`src/rtl/way_encode_lru.sv`:
```
// way_encode_lru
//   Encodes the 2-way one-hot tag-match vector into a binary way index,
//   keeps one LRU bit per set to pick the victim on a miss, and runs a
//   flush sequencer that walks every set clearing its LRU bit.
//
// Ports
//   clk, reset    : clock; asynchronous active-high reset
//   req_valid     : lookup strobe, accepted when req_ready=1 and no flush_start
//   req_ready     : high in IDLE
//   req_set       : set index of the lookup
//   hit_onehot    : tag match vector, bit0=way0, bit1=way1
//   flush_start   : pulse that starts an LRU flush (wins over req_valid)
//   busy          : high while flushing
//   resp_valid    : one-cycle response strobe, 1 cycle after acceptance
//   resp_hit      : exactly one way matched
//   resp_way      : hit way on a hit, victim way on a miss, 0 on error
//   resp_err      : both ways matched
module way_encode_lru #(
  parameter int SET_BITS = 4
) (
  input  logic                clk,
  input  logic                reset,
  input  logic                req_valid,
  output logic                req_ready,
  input  logic [SET_BITS-1:0] req_set,
  input  logic [1:0]          hit_onehot,
  input  logic                flush_start,
  output logic                busy,
  output logic                resp_valid,
  output logic                resp_hit,
  output logic                resp_way,
  output logic                resp_err
);

  localparam int NSETS = 2**SET_BITS;

  localparam logic ST_IDLE  = 1'b0;
  localparam logic ST_FLUSH = 1'b1;

  logic                state;
  logic [SET_BITS-1:0] cnt;
  logic                lru [NSETS];

  logic accept;
  logic hit_d, err_d, way_d;

  assign req_ready = (state == ST_IDLE);
  assign busy      = (state == ST_FLUSH);

  // flush_start takes priority: a request in the same cycle is not accepted
  assign accept = req_valid & req_ready & ~flush_start;

  // LRU array is read combinationally; a same-set request in the next cycle
  // sees the bit written at the accepting edge, so no forwarding is needed.
  always_comb begin
    hit_d = 1'b0;
    err_d = 1'b0;
    way_d = 1'b0;
    case (hit_onehot)
      2'b01: hit_d = 1'b1;
      2'b10: begin hit_d = 1'b1; way_d = 1'b1; end
      2'b00: way_d = lru[req_set];
      default: err_d = 1'b1;
    endcase
  end

  // Flush FSM and counter
  always_ff @(posedge clk or posedge reset) begin
    if (reset) begin
      state <= ST_IDLE;
      cnt   <= '0;
    end else begin
      case (state)
        ST_IDLE: if (flush_start) begin
          state <= ST_FLUSH;
          cnt   <= '0;
        end
        default: begin
          cnt <= cnt + 1'b1;  // wraps to 0 on the exit cycle
          if (cnt == {SET_BITS{1'b1}}) state <= ST_IDLE;
        end
      endcase
    end
  end

  // Response registers: strobe for one cycle, data held until the next response
  always_ff @(posedge clk or posedge reset) begin
    if (reset) begin
      resp_valid <= 1'b0;
      resp_hit   <= 1'b0;
      resp_way   <= 1'b0;
      resp_err   <= 1'b0;
    end else begin
      resp_valid <= accept;
      if (accept) begin
        resp_hit <= hit_d;
        resp_way <= way_d;
        resp_err <= err_d;
      end
    end
  end

  // Per-set LRU bit. Hit or miss both make the returned way MRU, so the
  // new LRU is the other way; an error leaves the bit alone.
  for (genvar s = 0; s < NSETS; s++) begin : g_set
    logic clr, wr;
    assign clr = busy && (cnt == SET_BITS'(s));
    assign wr  = accept && !err_d && (req_set == SET_BITS'(s));
    always_ff @(posedge clk or posedge reset) begin
      if (reset)    lru[s] <= 1'b0;
      else if (clr) lru[s] <= 1'b0;
      else if (wr)  lru[s] <= ~way_d;
    end
  end

endmodule

```
`config.mk`:
```
export PLATFORM = sky130hd
export DESIGN_NAME = way_encode_lru
export DESIGN_NICKNAME = d
export VERILOG_FILES = /design/src/rtl/way_encode_lru.sv
export SDC_FILE = /design/constraint.sdc
export NUM_CORES = 1
export LEC_CHECK = 0
export BUFFER_PORTS_ARGS = -buffer_cell sky130_fd_sc_hd__buf_2
export CAP_MARGIN = 20
export CORE_MARGIN = 2
export CORE_UTILIZATION = 45
export CTS_CLUSTER_DIAMETER = 30
export DETAILED_ROUTE_END_ITERATION = 7
export PLACE_DENSITY_LB_ADDON = 0.15
export SETUP_SLACK_MARGIN = 0.05
export SLEW_MARGIN = 10
export SYNTH_ARGS = -nofsm -noshare
export SYNTH_HDL_FRONTEND = slang
export SYNTH_SLANG_ARGS = --single-unit
```
`constraint.sdc`:
```
create_clock -name clk -period 1.6 [get_ports clk]
set_clock_uncertainty 0.1 [all_clocks]
set_input_delay 0 -clock clk [delete_from_list [all_inputs] [get_ports clk]]
set_output_delay 0 -clock clk [all_outputs]
set_load 0.1 [all_outputs]
```
==> reports/qor.txt <==
Pin count of the biggest net entering global routing - 26
Worst-path fanout max - 5
Failing checks - negative setup slack
Initial core utilization - 47.1%
Detail Route Antenna Nets - 0
Metal2 WL - 1.90 mm
Fmax - 0.534 GHz
Status - finished with violations
Pwr/cell area - 1210 nW/um2
Post-layout min period - 1.87 ns
Full die area - 3980 um2
Fill cells - 308
RSZ-0062 raised after global routing - yes
CTS Root Cell - clkbuf_4
Pre-CTS setup slack - -0.275 ns
Synth-to-layout area growth - 26.1%
Most Frequent Cell on Critical Path - buf_4
CP Data Required Time - 1.70 ns
Die H - 63.1 um
FFs w/ async S/R, synth - 100%
WL final - 3.87 mm
Vias per cell - 5.59
H-tree levels - 1
CP bufs+invs - 2
Routability cong. - 0.844
WL met3 - 151 um
Detailed-route wire length on metal 1 - 1.75 mm
Cells after Synth - 168
Number of cell rows - 21
CTS sink cnt - 25
Post-synth top flop - dfrtp_1
Die W - 63.1 um
Crit-path max cell delay - 0.53 ns
Top cells by count, synth - 25 x dfrtp_1, 16 x a21oi_1, 14 x nand2_1, 14 x o21ai_0, 11 x inv_1
Peak supply drop - 976 uV
Delay-heaviest family, CP - simple AND/OR/NAND/NOR gates
Post-Synthesis Net Count - 185
Seq/Total Area, Yosys - 39.8%
Initial antenna violation count - 0
Mapped cell area - 1570 um2
Vias - 1381
Hold Crit Class - in -> reg
Worst Path Arrival - 1.97 ns
Lkg Pwr - 0.876 nW
DRT iter0 DRCs - 73
Core area - 3340 um2
DPL Wire Length - 2.84 mm
Hold Violations, Final - 0
Setup tns final - -3.39 ns
Slew HR - 67.6%
Latest clock arrival within the worst-skew pair - 0.33 ns
Residual DRC - 0
Critical path endpoint category - register
Maximum capacitance violations - 0
Top sig layer - met4
Slowest cell on the critical path - or4b_4
# IOs - 16
TritonCTS clock tree - yes
EDFF count, synth - 0
Synth top area cells - dfrtp_1 40%, mux2_2 5.7%, ha_1 5.6%
Post-synthesis cell type with the largest combined area - dfrtp_1
Yosys top cell area share - 39.8%
Top-count cell post-synth - dfrtp_1
Vias in the first global route - 1320
Pre-Repair DR Iteration Count - 4
Drt wl/cell - 15.7 um
Distinct cell type count after synthesis - 36
Type of origin of the critical path - register
CTS Buffer Depth - 2
Synth Area per Inst - 9.36 um2
Post-route clock period utilization - 117%
First-pass GRT wire length - 6.77 mm
Count of final setup violators - 16
Post-Place Cells - 238
Nets - 219
Clock input transition at the sequential cells of the worst setup and hold paths - 0.13 ns
Layout cells sized above 1 - 35.3%
Crit-path cells - or4b_4 -> buf_4 -> buf_4 -> nor3_2 -> a21oi_1
Worst setup margin - -0.272 ns
Finished Layout Cells - 247
N_diodes - 0
Slew @ Worst Pin - 0.489 ns
Worst Path Class, Setup - reg -> reg
All-layer global routing usage - 21.7%
Number of buffers added on ports - 15
Synth warn - 0
Congestion Overflow GR - 0
#FFs+latches synth - 25
Slew Viols, Final - 0
Inserted Clock Buffers - 3
[registers in the layout, summed over array words and instances, names as in the netlist]
name	cells
lru	16
cnt	4
busy	1
resp_err	1
resp_hit	1
resp_valid	1
resp_way	1
[layout by cell type (no fill, tap or decap), types with 3 or more instances in the layout]
master         netlist  routed
buf_2                1      14
o21ai_0             14       7
a32oi_1              3       3
o22ai_1              3       3
a21oi_1             16      16
nand2_1             14      14
nor3_2               6       6
nand2b_1             6       6
dlygate4sd3_1        0       3
o21ai_1              2       9
dfrtp_1             25      24
nor2b_1              6       6
clkbuf_4             0       3
nand3_1              6       6
buf_4                1      19
ha_1                 7       7
nor4_4               0       4
inv_1               11      10
mux2_2               8       8
nor3_4               0       4
[metal layers]
layer	up-vias	track usage, %
li1	672	-
met1	671	30.8
met2	28	35.5
met3	10	2.14
met4	0	6.11
met5	-	0
[through the flow]
stage                     hold WS, ns  utilization, %  instance area, um2  power [mW]
after CTS                      0.0118            58.0                1930        2.39
after floorplan               -0.0727               -                1610        1.76
final                          0.0105            59.4                1980        2.41
after detailed placement      -0.0302            54.6                1820        2.08
after global routing           0.0285            59.4                1980        2.56
after global placement        -0.0339            54.6                1820        2.06
[final cells by class]
cell class / count / area, um2 / share of cell area (%)
clock buffer: 4 / 26.3 / 1.32
inverter: 11 / 45.0 / 2.27
multi-input combinational: 123 / 960 / 48.4
sequential: 25 / 629 / 31.7
tap: 46 / 57.6 / 2.90
timing repair buffer: 38 / 265 / 13.4
[power by group]
part	internal [mW]	switching [mW]	total (mW)
Combinational	0.389	0.847	1.24
Sequential	0.761	0.112	0.873
Clock	0.0980	0.198	0.296
Total	1.25	1.16	2.41
[worst paths after layout]
kind                       slack (ns)                   end  depth (start not counted)            startpoint
setup / recovery                -0.27    lru[6]$_DFFE_PP0P_                          5        busy$_DFF_PP0_
hold / removal                   0.01  resp_err$_DFFE_PP0P_                          3         hit_onehot[1]
setup reg to reg                -0.27    lru[6]$_DFFE_PP0P_                          5        busy$_DFF_PP0_
hold reg to reg                  0.43  resp_hit$_DFFE_PP0P_                          1  resp_hit$_DFFE_PP0P_
max in group asynchronous        1.00        busy$_DFF_PP0_                          4                 reset
min in group asynchronous        0.14  resp_hit$_DFFE_PP0P_                          4                 reset
[tightest hold or removal path: cells and delay by family]
family | cells | cell delay [ns]
adder cells (fa/ha/maj) | 1 | 0.17
multiplexers | 1 | 0.15
buffers and inverters | 1 | 0.09
[repair_timing]
item	4_1_cts	5_1_grt
pin swaps	1	2
setup endpoints to repair	20	19
gates cloned	1	0
gates resized for setup	10	11
hold endpoints to repair	29	0
hold buffers	3	0
buffers inserted	1	0
[logic make-up (layout without fill, tap and decap cells)]
| kind of cell | count (synthesis) | count (layout) | synth area share [%] |
|---|---|---|---|
| AND/OR/NAND/NOR | 58 | 58 | 22.3 |
| AO/OA/AOI/OAI | 50 | 50 | 20.6 |
| flip-flops | 25 | 25 | 39.8 |
| buffers and inverters | 20 | 53 | 6.05 |
| multiplexers | 8 | 8 | 5.73 |
| adder cells (fa/ha/maj) | 7 | 7 | 5.57 |
Power figures use the tool's default switching activity.
